**src/rtl/rom_rr_arbiter_if.sv**
```systemverilog
// Bus bundle between the ROM arbiter, its two requesters and the shared ROM.
// The slave modport is the arbiter's view; master is the requesters/ROM side.
interface rom_rr_arbiter_if #(
  parameter int AW = 3,
  parameter int DW = 4
);
  logic          req_a;
  logic [AW-1:0] addr_a;
  logic          gnt_a;
  logic          rvalid_a;
  logic [DW-1:0] rdata_a;
  logic          req_b;
  logic [AW-1:0] addr_b;
  logic          gnt_b;
  logic          rvalid_b;
  logic [DW-1:0] rdata_b;
  logic [AW-1:0] rom_addr;
  logic [DW-1:0] rom_data;
  logic          busy;

  modport slave (
    input  req_a, addr_a, req_b, addr_b, rom_data,
    output gnt_a, rvalid_a, rdata_a, gnt_b, rvalid_b, rdata_b, rom_addr, busy
  );

  modport master (
    output req_a, addr_a, req_b, addr_b, rom_data,
    input  gnt_a, rvalid_a, rdata_a, gnt_b, rvalid_b, rdata_b, rom_addr, busy
  );
endinterface

```
**src/rtl/rom_rr_arbiter.sv**
```systemverilog
// Round-robin arbiter sharing one synchronous lookup ROM between requesters A and B.
// One access in flight at a time; read data is returned with a one-cycle valid pulse.
module rom_rr_arbiter #(
  parameter int AW      = 3,
  parameter int DW      = 4,
  parameter int ROM_LAT = 1
) (
  input  logic              clk,
  input  logic              rst_n,
  rom_rr_arbiter_if.slave   bus
);
  localparam int            CW    = $clog2(ROM_LAT + 1);
  localparam logic [CW-1:0] LAT_C = CW'(ROM_LAT);

  typedef enum logic [0:0] {
    IDLE = 1'b0,
    WAIT = 1'b1
  } state_t;

  state_t        state_r;
  logic [CW-1:0] cnt_r;
  logic          last_r;      // 1'b1 = B won last, and also the current owner while in WAIT
  logic          gnt_a_r;
  logic          gnt_b_r;
  logic          rvalid_a_r;
  logic          rvalid_b_r;
  logic [DW-1:0] rdata_a_r;
  logic [DW-1:0] rdata_b_r;
  logic [AW-1:0] rom_addr_r;
  logic          busy_r;

  logic          req_any_s;
  logic          win_b_s;
  logic [AW-1:0] addr_win_s;

  // Winner selection: a lone requester wins, a tie goes to whoever did not win last.
  always_comb begin
    win_b_s   = 1'b0;
    req_any_s = bus.req_a | bus.req_b;
    if (bus.req_a && bus.req_b) begin
      win_b_s = ~last_r;
    end else if (bus.req_b) begin
      win_b_s = 1'b1;
    end else begin
      win_b_s = 1'b0;
    end
    addr_win_s = win_b_s ? bus.addr_b : bus.addr_a;
  end

  // Arbitration FSM with all outputs registered.
  always_ff @(posedge clk) begin
    if (!rst_n) begin
      state_r    <= IDLE;
      cnt_r      <= {CW{1'b0}};
      last_r     <= 1'b1;
      gnt_a_r    <= 1'b0;
      gnt_b_r    <= 1'b0;
      rvalid_a_r <= 1'b0;
      rvalid_b_r <= 1'b0;
      rdata_a_r  <= {DW{1'b0}};
      rdata_b_r  <= {DW{1'b0}};
      rom_addr_r <= {AW{1'b0}};
      busy_r     <= 1'b0;
    end else begin
      case (state_r)
        IDLE: begin
          rvalid_a_r <= 1'b0;
          rvalid_b_r <= 1'b0;
          if (req_any_s) begin
            rom_addr_r <= addr_win_s;
            gnt_a_r    <= ~win_b_s;
            gnt_b_r    <= win_b_s;
            last_r     <= win_b_s;
            cnt_r      <= {CW{1'b0}};
            busy_r     <= 1'b1;
            state_r    <= WAIT;
          end else begin
            gnt_a_r <= 1'b0;
            gnt_b_r <= 1'b0;
          end
        end
        WAIT: begin
          gnt_a_r <= 1'b0;
          gnt_b_r <= 1'b0;
          // cnt counts edges since the ROM sampled the address; data is valid at LAT_C.
          if (cnt_r == LAT_C) begin
            if (last_r) begin
              rdata_b_r  <= bus.rom_data;
              rvalid_b_r <= 1'b1;
            end else begin
              rdata_a_r  <= bus.rom_data;
              rvalid_a_r <= 1'b1;
            end
            busy_r  <= 1'b0;
            state_r <= IDLE;
          end else begin
            cnt_r      <= cnt_r + CW'(1'b1);
            rvalid_a_r <= 1'b0;
            rvalid_b_r <= 1'b0;
          end
        end
        default: begin
          state_r    <= IDLE;
          gnt_a_r    <= 1'b0;
          gnt_b_r    <= 1'b0;
          rvalid_a_r <= 1'b0;
          rvalid_b_r <= 1'b0;
          busy_r     <= 1'b0;
        end
      endcase
    end
  end

  assign bus.gnt_a    = gnt_a_r;
  assign bus.gnt_b    = gnt_b_r;
  assign bus.rvalid_a = rvalid_a_r;
  assign bus.rvalid_b = rvalid_b_r;
  assign bus.rdata_a  = rdata_a_r;
  assign bus.rdata_b  = rdata_b_r;
  assign bus.rom_addr = rom_addr_r;
  assign bus.busy     = busy_r;
endmodule

```
**src/flat_wrapper.sv**
```systemverilog
// flat-port wrapper written by rule: the top's interface ports become plain ports
module rom_rr_arbiter_flat 
#(
  parameter int AW      = 3,
  parameter int DW      = 4,
  parameter int ROM_LAT = 1
)
  (clk, rst_n, bus_req_a, bus_addr_a, bus_req_b, bus_addr_b, bus_rom_data, bus_gnt_a, bus_rvalid_a, bus_rdata_a, bus_gnt_b, bus_rvalid_b, bus_rdata_b, bus_rom_addr, bus_busy);
  rom_rr_arbiter_if #(.AW(AW), .DW(DW)) bus_i ();
  input  logic clk;
  input  logic rst_n;
  input wire logic [$bits(bus_i.req_a)-1:0] bus_req_a;
  input wire logic [$bits(bus_i.addr_a)-1:0] bus_addr_a;
  input wire logic [$bits(bus_i.req_b)-1:0] bus_req_b;
  input wire logic [$bits(bus_i.addr_b)-1:0] bus_addr_b;
  input wire logic [$bits(bus_i.rom_data)-1:0] bus_rom_data;
  output wire logic [$bits(bus_i.gnt_a)-1:0] bus_gnt_a;
  output wire logic [$bits(bus_i.rvalid_a)-1:0] bus_rvalid_a;
  output wire logic [$bits(bus_i.rdata_a)-1:0] bus_rdata_a;
  output wire logic [$bits(bus_i.gnt_b)-1:0] bus_gnt_b;
  output wire logic [$bits(bus_i.rvalid_b)-1:0] bus_rvalid_b;
  output wire logic [$bits(bus_i.rdata_b)-1:0] bus_rdata_b;
  output wire logic [$bits(bus_i.rom_addr)-1:0] bus_rom_addr;
  output wire logic [$bits(bus_i.busy)-1:0] bus_busy;
  assign bus_i.req_a = bus_req_a;
  assign bus_i.addr_a = bus_addr_a;
  assign bus_i.req_b = bus_req_b;
  assign bus_i.addr_b = bus_addr_b;
  assign bus_i.rom_data = bus_rom_data;
  assign bus_gnt_a = bus_i.gnt_a;
  assign bus_rvalid_a = bus_i.rvalid_a;
  assign bus_rdata_a = bus_i.rdata_a;
  assign bus_gnt_b = bus_i.gnt_b;
  assign bus_rvalid_b = bus_i.rvalid_b;
  assign bus_rdata_b = bus_i.rdata_b;
  assign bus_rom_addr = bus_i.rom_addr;
  assign bus_busy = bus_i.busy;
  rom_rr_arbiter #(.AW(AW), .DW(DW), .ROM_LAT(ROM_LAT)) u_core (.clk(clk), .rst_n(rst_n), .bus(bus_i));
endmodule
```
**config.mk**
```make
export PLATFORM = sky130hd
export DESIGN_NAME = rom_rr_arbiter_flat
export DESIGN_NICKNAME = d
export VERILOG_FILES = /design/src/rtl/rom_rr_arbiter_if.sv /design/src/rtl/rom_rr_arbiter.sv /design/src/flat_wrapper.sv
export SDC_FILE = /design/constraint.sdc
export NUM_CORES = 1
export LEC_CHECK = 0
export BUFFER_PORTS_ARGS = -buffer_cell sky130_fd_sc_hd__buf_2
export CORE_MARGIN = 5
export CORE_UTILIZATION = 40
export CTS_CLUSTER_DIAMETER = 200
export CTS_CLUSTER_SIZE = 24
export DETAILED_ROUTE_END_ITERATION = 10
export GPL_TIMING_DRIVEN = 0
export PLACE_DENSITY_LB_ADDON = 0.08
export SETUP_SLACK_MARGIN = 0.4
export SYNTH_ARGS = -nofsm -noshare
export SYNTH_HDL_FRONTEND = slang
export SYNTH_SLANG_ARGS = --single-unit
export TNS_END_PERCENT = 100
```
**constraint.sdc**
```tcl
create_clock -name clk -period 0.95 [get_ports clk]
set_input_delay 0.1425 -clock clk [delete_from_list [all_inputs] [get_ports clk]]
set_output_delay 0.1425 -clock clk [all_outputs]
set_load 0.02 [all_outputs]
```
==> results.rst, run 1 <==
.. list-table::
   :header-rows: 1

   * - Metric
     - Value
   * - Run status
     - finished, violations left
   * - Violated checks
     - negative setup slack
   * - Full die area
     - 0.00277 mm^2
   * - Clock period minus worst slack
     - 1.04 ns
   * - Max-cap violations
     - 0
   * - Wire length of the first global-routing pass
     - 2.88 mm
   * - Total chip power
     - 1.60 mW
   * - Count of port buffers added during placement
     - 29
   * - Fraction of the yosys area taken by sequential cells
     - 52.3%
   * - Number of buffers and inverters on the critical path
     - 2
   * - Routability-driven placement congestion ratio
     - 0.692
   * - CP Cell Sequence
     - buf_6 > o21ba_4 > buf_6 > o211a_1
   * - CTS HTree Levels
     - 1
   * - Antenna violation net count after detailed routing
     - 0
   * - Transition time at the pin with the least slew margin
     - 0.169 ns
   * - Number of detailed-routing iterations run before antenna repair
     - 2
   * - Arrival time worst endpoint
     - 1.22 ns
   * - Part of the cycle the worst path needs
     - 109%
   * - Cell with the biggest individual delay on the critical path
     - sky130_fd_sc_hd__dfxtp_2
   * - Cell at the root of the clock tree
     - sky130_fd_sc_hd__clkbuf_4
   * - Setup repair after global routing missed its margin
     - yes
   * - Filler-free cell count of the finished design
     - 133
   * - Antenna cells
     - 0
   * - Vias per Instance
     - 4.62
   * - Headroom to the max-slew limit
     - 88.4%
   * - Post-DP HPWL
     - 1.02 mm
   * - CTS Hold Bufs
     - 0
   * - Maximum fanout encountered on the critical timing path
     - 5
   * - Total global routing overflow
     - 0
   * - Filler cell count
     - 146
   * - Core area
     - 0.00173 mm^2
   * - Die H
     - 52.6 um
   * - Cell count after synthesis
     - 67
   * - Via count of the first global-routing pass
     - 654
   * - Number of synthesized register bits
     - 19
   * - Maximum clock skew at final layout
     - 0.0113 ns
   * - Worst setup EP type
     - flop
   * - Standard-cell rows
     - 15
   * - HP Class
     - in -> reg
   * - Ratio of cells with drive above 1 in the final layout
     - 67.6%
   * - Die Wd
     - 52.6 um
   * - Critical Path Start Type
     - flop
   * - Warnings from Yosys
     - 0
   * - Final hold slack
     - 0.106 ns
   * - Initial drt markers
     - 4
   * - Worst setup slack after placement
     - -0.0810 ns
   * - Inserted Clock Buffers
     - 3
   * - Total leakage power
     - 0.589 nW
   * - Count of nets after finishing
     - 123
   * - Largest net degree at the start of global routing
     - 12
   * - Via count
     - 615
   * - Number of endpoints with negative hold slack in the final report
     - 0
   * - Kind of cell adding the most delay to the critical path
     - flip-flops
   * - Count of endpoints failing setup in the final report
     - 11
   * - Distinct cells, synth
     - 20
   * - Area added between synthesis and finish
     - 61.4%
   * - Post-DR wirelength/cell
     - 12.8 um
   * - Maximum clock frequency
     - 966 MHz
   * - Cell type with the highest occurrence count on the critical path
     - sky130_fd_sc_hd__buf_6
   * - Synth Net Count
     - 81
   * - TritonCTS clock tree
     - built
   * - Cell Area, Synth
     - 727 um^2
   * - Worst-case vdd ir drop
     - 0.000784 V
   * - Clock slew at the register clock pins of the worst setup and hold paths
     - 0.12 ns
   * - GRT Util Overall
     - 14.2%
   * - Clock Path Buffers
     - 2
   * - Per-instance average area after synthesis
     - 10.8 um^2
   * - Clock network latency to the later pin of the worst-skew pair
     - 0.29 ns
   * - Dpl cells
     - 121
   * - Total DRC errors in the routed layout
     - 0
   * - Crit path required time
     - 1.14 ns
   * - Worst setup path category
     - reg -> reg
   * - Worst-case setup margin in the final layout
     - -0.0857 ns
   * - Largest stage delay on the critical path
     - 0.35 ns
   * - Total wirelength of the detailed-routed design
     - 1.70 mm
   * - Number of antenna violations at the first check in global routing
     - 0
   * - Max-slew violation total from the final report
     - 0
   * - Total power divided by cell area
     - 1360 mW/mm^2
   * - Starting density of the core
     - 42.1%
   * - Clock tree sinks
     - 19
   * - Total I/O pin count
     - 30
cell usage after synthesis:
library cell / n / share of area, %
sky130_fd_sc_hd__a21bo_2: 1 / 1.4
sky130_fd_sc_hd__a21oi_1: 4 / 2.8
sky130_fd_sc_hd__and3_1: 1 / 0.86
sky130_fd_sc_hd__buf_2: 1 / 0.69
sky130_fd_sc_hd__buf_6: 2 / 3.1
sky130_fd_sc_hd__dfxtp_1: 19 / 52
sky130_fd_sc_hd__inv_1: 1 / 0.52
sky130_fd_sc_hd__mux2i_1: 11 / 15
sky130_fd_sc_hd__nand2_1: 3 / 1.5
sky130_fd_sc_hd__nand3_1: 1 / 0.69
sky130_fd_sc_hd__nand3_2: 1 / 1.4
sky130_fd_sc_hd__nand3b_2: 1 / 1.5
sky130_fd_sc_hd__nor2_1: 3 / 1.5
sky130_fd_sc_hd__nor2b_1: 9 / 7.7
sky130_fd_sc_hd__nor3b_1: 1 / 1.0
sky130_fd_sc_hd__o211a_1: 1 / 1.4
sky130_fd_sc_hd__o21ai_0: 4 / 2.8
sky130_fd_sc_hd__o21ba_2: 1 / 1.4
sky130_fd_sc_hd__o22ai_1: 1 / 0.86
sky130_fd_sc_hd__o311a_1: 1 / 1.4
final cells by class:
cell class | count | area (um^2) | area share [%]
Buffer | 3 | 27.5 | 2.35
Clock buffer | 3 | 22.5 | 1.92
Clock inverter | 1 | 5.00 | 0.426
Inverter | 1 | 3.75 | 0.320
Multi-Input combinational cell | 44 | 368 | 31.3
Sequential cell | 19 | 405 | 34.5
Tap cell | 25 | 31.3 | 2.67
Timing Repair Buffer | 37 | 310 | 26.4
kinds of logic after synthesis:
group | after synthesis | share of synthesized area, %
simple gates | 20 | 16.4
mux | 11 | 15.1
compound gates | 13 | 11.9
flops | 19 | 52.3
buf+inv | 4 | 4.30
what timing repair did:
| item | in CTS | in global routing |
|---|---|---|
| cloned | 2 | 0 |
| setup endpoints to repair | 35 | 35 |
| setup buffers | 4 | 2 |
| resized for setup | 44 | 9 |
| pin swaps | 3 | 3 |
| endpoints found under the hold margin | 0 | 0 |
cell usage in the layout, fill, tap and decap left out, types with 3 or more instances in the layout:
cell type	n
sky130_fd_sc_hd__dfxtp_2	17
sky130_fd_sc_hd__mux2i_1	11
sky130_fd_sc_hd__buf_4	5
sky130_fd_sc_hd__nand2_1	3
sky130_fd_sc_hd__buf_2	15
sky130_fd_sc_hd__nor2_1	3
sky130_fd_sc_hd__nor2b_1	9
sky130_fd_sc_hd__clkbuf_4	3
sky130_fd_sc_hd__buf_6	20
layer usage:
layer	part of all wire (%)	vias to the layer above	global-route usage, %
li1	-	315	-
met1	41	280	16.2
met2	51	18	24.6
met3	7.6	2	4.27
met4	0.53	0	5.11
met5	0	-	0
final timing paths:
check / start / slack [ns] / to / depth (start not counted)
setup reg to reg: u_core.state_r$_SDFF_PN0_ / -0.09 / u_core.bus.busy$_SDFFE_PN0P_ / 4
hold reg to reg: u_core.bus.rvalid_b$_SDFFE_PN0P_ / 0.49 / u_core.bus.rvalid_b$_SDFFE_PN0P_ / 2
hold / removal: bus_rom_data[3] / 0.11 / u_core.bus.rdata_a[3]$_SDFFE_PN0P_ / 3
setup / recovery: u_core.state_r$_SDFF_PN0_ / -0.09 / u_core.bus.busy$_SDFFE_PN0P_ / 4
flip-flops by register name (all words and copies together), names as in the netlist:
name / flops
u_core.bus.rdata_a: 4
u_core.bus.rdata_b: 4
u_core.bus.rom_addr: 3
u_core.bus.busy: 1
u_core.bus.gnt_a: 1
u_core.bus.gnt_b: 1
u_core.bus.rvalid_a: 1
u_core.bus.rvalid_b: 1
u_core.cnt_r: 1
u_core.last_r: 1
u_core.state_r: 1
power by group:
| part | switching [mW] | leakage (nW) | total (mW) | internal [mW] |
|---|---|---|---|---|
| combinational | 0.143 | 0.408 | 0.321 | 0.178 |
| sequential | 0.0323 | 0.163 | 0.872 | 0.840 |
| clock | 0.249 | 0.0177 | 0.406 | 0.156 |
| total | 0.425 | 0.589 | 1.60 | 1.17 |
worst register-to-register path, cell delays in order (launching register included):
cell	delay, ns
sky130_fd_sc_hd__dfxtp_2	0.35
sky130_fd_sc_hd__buf_6	0.12
sky130_fd_sc_hd__o21ba_4	0.16
sky130_fd_sc_hd__buf_6	0.12
sky130_fd_sc_hd__o211a_1	0.19
through the flow:
stage          setup TNS, ns  area [um^2]  utilization [%]
2_1_floorplan         -0.112          754                -
3_3_place_gp          -0.549          931             53.9
3_5_place_dp          -0.592          931             53.9
4_1_cts               -0.593         1130             65.4
5_1_grt                -1.17         1170             68.0
6_report              -0.339         1170             68.0
Power figures use the tool's default switching activity.
==> run 2, diff against run 1 <==
SKIP_CTS_REPAIR_TIMING = 1   (was unset)
==> results.rst, run 2 (same netlist as run 1, synthesis figures left out) <==
.. list-table::
   :header-rows: 1

   * - Metric
     - Value
   * - Critical Path Start Type
     - flop
   * - Clock Path Buffers
     - 2 (unchanged)
   * - Full die area
     - 0.00277 mm^2 (unchanged)
   * - Die Wd
     - 52.6 um (unchanged)
   * - Headroom to the max-slew limit
     - 91.2% (+2.8 points)
   * - Post-DP HPWL
     - 1.02 mm (unchanged)
   * - Run status
     - finished, violations left
   * - Total global routing overflow
     - 0 (unchanged)
   * - Die H
     - 52.6 um (unchanged)
   * - Clock tree sinks
     - 19 (unchanged)
   * - Total wirelength of the detailed-routed design
     - 1.61 mm (-5.8%)
   * - Final hold slack
     - 0.110 ns (+0.00345 ns)
   * - Crit path required time
     - 1.14 ns (about the same)
   * - HP Class
     - in -> reg
   * - Total leakage power
     - 0.559 nW (-5.1%)
   * - Count of nets after finishing
     - 119 (-3.3%)
   * - Clock slew at the register clock pins of the worst setup and hold paths
     - 0.11 ns (about the same)
   * - Standard-cell rows
     - 15 (unchanged)
   * - Violated checks
     - negative setup slack
   * - Via count of the first global-routing pass
     - 561 (-14%)
   * - GRT Util Overall
     - 11.6% (-2.6 points)
   * - Worst setup EP type
     - flop
   * - Antenna violation net count after detailed routing
     - 0 (unchanged)
   * - Commonest cells after routing, fill and taps aside
     - sky130_fd_sc_hd__buf_2 (15), sky130_fd_sc_hd__buf_6 (15), sky130_fd_sc_hd__dfxtp_2 (15)
   * - Ratio of cells with drive above 1 in the final layout
     - 60.6% (-7.0 points)
   * - Count of endpoints failing setup in the final report
     - 9 (-2)
   * - Maximum clock frequency
     - 968 MHz (+0.23%)
   * - Post-DR wirelength/cell
     - 12.4 um (-2.8%)
   * - Initial drt markers
     - 8 (+4)
   * - Total I/O pin count
     - 30 (unchanged)
   * - CTS HTree Levels
     - 1 (unchanged)
   * - Maximum fanout encountered on the critical timing path
     - 8 (+3)
   * - Vias per Instance
     - 4.74 (+2.4%)
   * - Number of antenna violations at the first check in global routing
     - 0 (unchanged)
   * - Total DRC errors in the routed layout
     - 0 (unchanged)
   * - Transition time at the pin with the least slew margin
     - 0.129 ns (-0.0404 ns)
   * - Area added between synthesis and finish
     - 51.8%
   * - Routability-driven placement congestion ratio
     - 0.692 (unchanged)
   * - Wire length of the first global-routing pass
     - 2.35 mm (-18%)
   * - Part of the cycle the worst path needs
     - 109% (-0.25 points)
   * - Antenna cells
     - 0 (unchanged)
   * - Maximum clock skew at final layout
     - 0.00732 ns (-0.00394 ns)
   * - TritonCTS clock tree
     - built
   * - Arrival time worst endpoint
     - 1.22 ns (about the same)
   * - Core area
     - 0.00173 mm^2 (unchanged)
   * - Setup repair after global routing missed its margin
     - yes
   * - Max-cap violations
     - 0 (unchanged)
   * - Worst-case setup margin in the final layout
     - -0.0833 ns (+0.00233 ns)
   * - Cell at the root of the clock tree
     - sky130_fd_sc_hd__clkbuf_4
   * - Largest net degree at the start of global routing
     - 12 (unchanged)
   * - Via count
     - 611 (-0.65%)
   * - Clock network latency to the later pin of the worst-skew pair
     - 0.29 ns (about the same)
   * - Total power divided by cell area
     - 1400 mW/mm^2 (+2.5%)
   * - Number of endpoints with negative hold slack in the final report
     - 0 (unchanged)
   * - Worst setup path category
     - reg -> reg
   * - Worst-case vdd ir drop
     - 0.000703 V (-10%)
   * - Number of detailed-routing iterations run before antenna repair
     - 4 (+2)
   * - Max-slew violation total from the final report
     - 0 (unchanged)
   * - Clock period minus worst slack
     - 1.03 ns (-0.00233 ns)
   * - Starting density of the core
     - 42.1% (unchanged)
   * - Inserted Clock Buffers
     - 3 (unchanged)
   * - Worst setup slack after placement
     - -0.0810 ns (unchanged)
   * - Count of port buffers added during placement
     - 29 (unchanged)
-- run 2: cell types whose count changed in the layout (fill, tap and decap cells not counted), sizes merged --
cell,before,now
buf,40,36
-- run 2: stage by stage --
step                cells  util, %  TNS (ns)  area, um^2  power, mW
detailed placement    121     53.9    -0.592         931       1.11
CTS                   125     55.5    -0.768         958       1.51
floorplan              67        -    -0.112         754       1.02
finish                129     63.9    -0.316        1100       1.54
global route          129     63.9     -1.18        1100       1.62
global placement      121     53.9    -0.549         931       1.10
-- run 2: worst max-delay path, stage by stage (launching register included) --
cell and delay (ns):
sky130_fd_sc_hd__dfxtp_2 0.34, sky130_fd_sc_hd__buf_6 0.12, sky130_fd_sc_hd__o21ba_4 0.16, sky130_fd_sc_hd__buf_6 0.12, sky130_fd_sc_hd__o211a_1 0.19
-- run 2: worst paths after layout --
check / startpoint / endpoint / slack (ns) / cells after the start
setup / recovery: u_core.state_r$_SDFF_PN0_ / u_core.bus.busy$_SDFFE_PN0P_ / -0.08 / 4
hold / removal: bus_rom_data[3] / u_core.bus.rdata_b[3]$_SDFFE_PN0P_ / 0.11 / 3
setup reg to reg: u_core.state_r$_SDFF_PN0_ / u_core.bus.busy$_SDFFE_PN0P_ / -0.08 / 4
hold reg to reg: u_core.last_r$_SDFFE_PN1P_ / u_core.bus.rvalid_a$_SDFFE_PN0P_ / 0.49 / 1
-- run 2: final cells by class --
type | instances | area, um^2
well taps | 25 | 31.3
inverters | 1 | 3.75
clock buffers | 3 | 22.5
fillers | 154 | 623
plain buffers | 3 | 27.5
clock inverters | 1 | 5.00
repair buffers | 33 | 262
multi-input cells | 44 | 349
flip-flops and latches | 19 | 403
-- run 2: where the power goes --
group	total (mW)	switching [mW]	internal [mW]
logic	0.271	0.126	0.145
clock network	0.401	0.244	0.156
registers	0.869	0.0309	0.838
-- run 2: routing by layer --
layer	global-route usage [%]	up-vias	wire (um)
met5	0	-	0
met4	5.11	0	31
met3	3.13	4	120
met2	20.0	21	812
met1	13.1	275	640
li1	-	311	-
==> run 3, diff against run 2 <==
CELL_PAD_IN_SITES_DETAIL_PLACEMENT = 0   (was unset)
CELL_PAD_IN_SITES_GLOBAL_PLACEMENT = 1   (was unset)
CORE_UTILIZATION = 30   (was 40)
==> results.rst, run 3 (same netlist as run 1, synthesis figures left out) <==
.. list-table::
   :header-rows: 1

   * - Metric
     - Value
   * - Commonest cells after routing, fill and taps aside
     - sky130_fd_sc_hd__buf_6 (18), sky130_fd_sc_hd__dfxtp_2 (16), sky130_fd_sc_hd__buf_2 (15)
   * - Post-DP HPWL
     - 1.15 mm (+13%)
   * - Clock tree sinks
     - 19 (unchanged)
   * - Setup repair after global routing missed its margin
     - yes
   * - Core area
     - 0.00225 mm^2 (+31%)
   * - Crit path required time
     - 1.17 ns (+0.03 ns)
   * - Post-DR wirelength/cell
     - 12.6 um (+1.3%)
   * - CTS HTree Levels
     - 1 (unchanged)
   * - Count of nets after finishing
     - 120 (+0.84%)
   * - Number of endpoints with negative hold slack in the final report
     - 0 (unchanged)
   * - Clock slew at the register clock pins of the worst setup and hold paths
     - 0.11 ns (about the same)
   * - TritonCTS clock tree
     - built
   * - Count of endpoints failing setup in the final report
     - 9 (unchanged)
   * - Standard-cell rows
     - 17 (+2)
   * - Worst-case vdd ir drop
     - 0.00104 V (+48%)
   * - Routability-driven placement congestion ratio
     - 0.644 (-6.9%)
   * - GRT Util Overall
     - 9.96% (-1.6 points)
   * - Run status
     - finished, violations left
   * - Max-slew violation total from the final report
     - 0 (unchanged)
   * - Met1 usage
     - 12.2% (-0.84 points)
   * - Via count of the first global-routing pass
     - 598 (+6.6%)
   * - Total wirelength of the detailed-routed design
     - 1.68 mm (+4.4%)
   * - Met3 track demand over resource in global routing
     - 2.61% (-0.52 points)
   * - Count of port buffers added during placement
     - 29 (unchanged)
   * - Die H
     - 59.2 um (+13%)
   * - Clock period minus worst slack
     - 1.05 ns (+0.0161 ns)
   * - Via count
     - 604 (-1.1%)
   * - Part of the cycle the worst path needs
     - 110% (+1.7 points)
   * - Headroom to the max-slew limit
     - 90.9% (-0.25 points)
   * - Worst setup slack after placement
     - -0.0906 ns (-0.00963 ns)
   * - Worst-case setup margin in the final layout
     - -0.0994 ns (-0.0161 ns)
   * - Violated checks
     - negative setup slack
   * - Filler cell count
     - 232 (+51%)
   * - Critical Path Start Type
     - flop
   * - Total DRC errors in the routed layout
     - 0 (unchanged)
   * - Met2 global-route usage
     - 15.4% (-4.6 points)
   * - Transition time at the pin with the least slew margin
     - 0.133 ns (+0.00371 ns)
   * - Vias per Instance
     - 4.54 (-4.1%)
   * - Full die area
     - 0.00351 mm^2 (+27%)
   * - Total I/O pin count
     - 30 (unchanged)
   * - Die Wd
     - 59.2 um (+13%)
   * - Maximum clock frequency
     - 953 MHz (-1.5%)
   * - Total leakage power
     - 0.574 nW (+2.8%)
   * - Antenna cells
     - 0 (unchanged)
   * - Arrival time worst endpoint
     - 1.27 ns (+0.05 ns)
   * - Cell at the root of the clock tree
     - sky130_fd_sc_hd__clkbuf_4
   * - Ratio of cells with drive above 1 in the final layout
     - 63.8% (+3.2 points)
   * - Maximum fanout encountered on the critical timing path
     - 8 (unchanged)
   * - Maximum clock skew at final layout
     - 0.00163 ns (-0.00570 ns)
   * - Wire length of the first global-routing pass
     - 2.65 mm (+13%)
   * - Inserted Clock Buffers
     - 3 (unchanged)
   * - HP Class
     - in -> reg
   * - Antenna violation net count after detailed routing
     - 0 (unchanged)
   * - Total global routing overflow
     - 0 (unchanged)
   * - Setup TNS after final layout
     - -0.396 ns (-0.0799 ns)
   * - Number of antenna violations at the first check in global routing
     - 0 (unchanged)
   * - Clock network latency to the later pin of the worst-skew pair
     - 0.29 ns (about the same)
   * - Starting density of the core
     - 32.2% (-9.9 points)
   * - Leading cell type in the layout, fill and taps excluded
     - sky130_fd_sc_hd__buf_6
   * - Worst setup path category
     - reg -> reg
   * - Worst setup EP type
     - flop
   * - Clock Path Buffers
     - 2 (unchanged)
   * - Number of detailed-routing iterations run before antenna repair
     - 3 (-1)
   * - Total power divided by cell area
     - 1370 mW/mm^2 (-1.9%)
   * - Dpl cells
     - 124 (+2.5%)
   * - Initial drt markers
     - 3 (-5)
   * - Largest net degree at the start of global routing
     - 11 (-1)
   * - Routing layer with the top usage in global route
     - met2
   * - Max-cap violations
     - 0 (unchanged)
   * - Filler-free cell count of the finished design
     - 133 (+3.1%)
   * - Area added between synthesis and finish
     - 59.0%
==> run 3: cell types whose count changed in the layout (fill, tap and decap cells not counted), moves of 2 or more <==
cell | previous run | this run
sky130_fd_sc_hd__buf_4 | 6 | 4
sky130_fd_sc_hd__buf_6 | 15 | 18
sky130_fd_sc_hd__dfxtp_1 | 3 | 1
sky130_fd_sc_hd__nand3_4 | 0 | 2
sky130_fd_sc_hd__nand3_2 | 2 | 0
==> run 3: metal layers <==
metal  vias up  routed length (um)
li1        306                   -
met5         -                   0
met4         0                  10
met3         2                 102
met1       277                 716
met2        19                 847
==> run 3: critical path, cell delays in order, from the launching register on <==
cell                      delay (ns)
sky130_fd_sc_hd__dfxtp_2        0.33
sky130_fd_sc_hd__buf_6          0.13
sky130_fd_sc_hd__o21ba_4        0.22
sky130_fd_sc_hd__buf_6          0.11
sky130_fd_sc_hd__o21ai_1        0.05
sky130_fd_sc_hd__a21oi_1        0.13
==> run 3: area by class of cell <==
class / count / area (um^2) / area share, %
clock buffers: 4 / 26.3 / 2.27
repair buffers: 34 / 280 / 24.2
multi-input cells: 44 / 375 / 32.5
well taps: 28 / 35.0 / 3.03
flip-flops and latches: 19 / 408 / 35.3
inverters: 1 / 3.75 / 0.325
plain buffers: 3 / 27.5 / 2.38
==> run 3: worst paths after layout <==
kind,start,endpoint,slack [ns],depth (start not counted)
worst max-delay path,u_core.state_r$_SDFF_PN0_,u_core.bus.rom_addr[1]$_SDFFE_PN0P_,-0.1,5
worst min-delay path,bus_rom_data[3],u_core.bus.rdata_a[3]$_SDFFE_PN0P_,0.12,3
worst max register to register,u_core.state_r$_SDFF_PN0_,u_core.bus.rom_addr[1]$_SDFFE_PN0P_,-0.1,5
worst min register to register,u_core.bus.rvalid_a$_SDFFE_PN0P_,u_core.bus.rvalid_a$_SDFFE_PN0P_,0.47,2
==> run 3: metrics by stage <==
step	power (mW)	cell area, um^2	hold WS [ns]	utilization [%]
floorplan	1.02	754	0.271	-
global placement	1.11	935	0.415	41.5
detailed placement	1.11	935	0.423	41.5
CTS	1.52	961	0.106	42.6
global route	1.69	1160	0.110	51.3
finish	1.58	1160	0.120	51.3
==> run 3: power by group <==
group / switching [mW] / internal [mW]
Clock: 0.242 / 0.163
Sequential: 0.0384 / 0.839
Combinational: 0.135 / 0.165
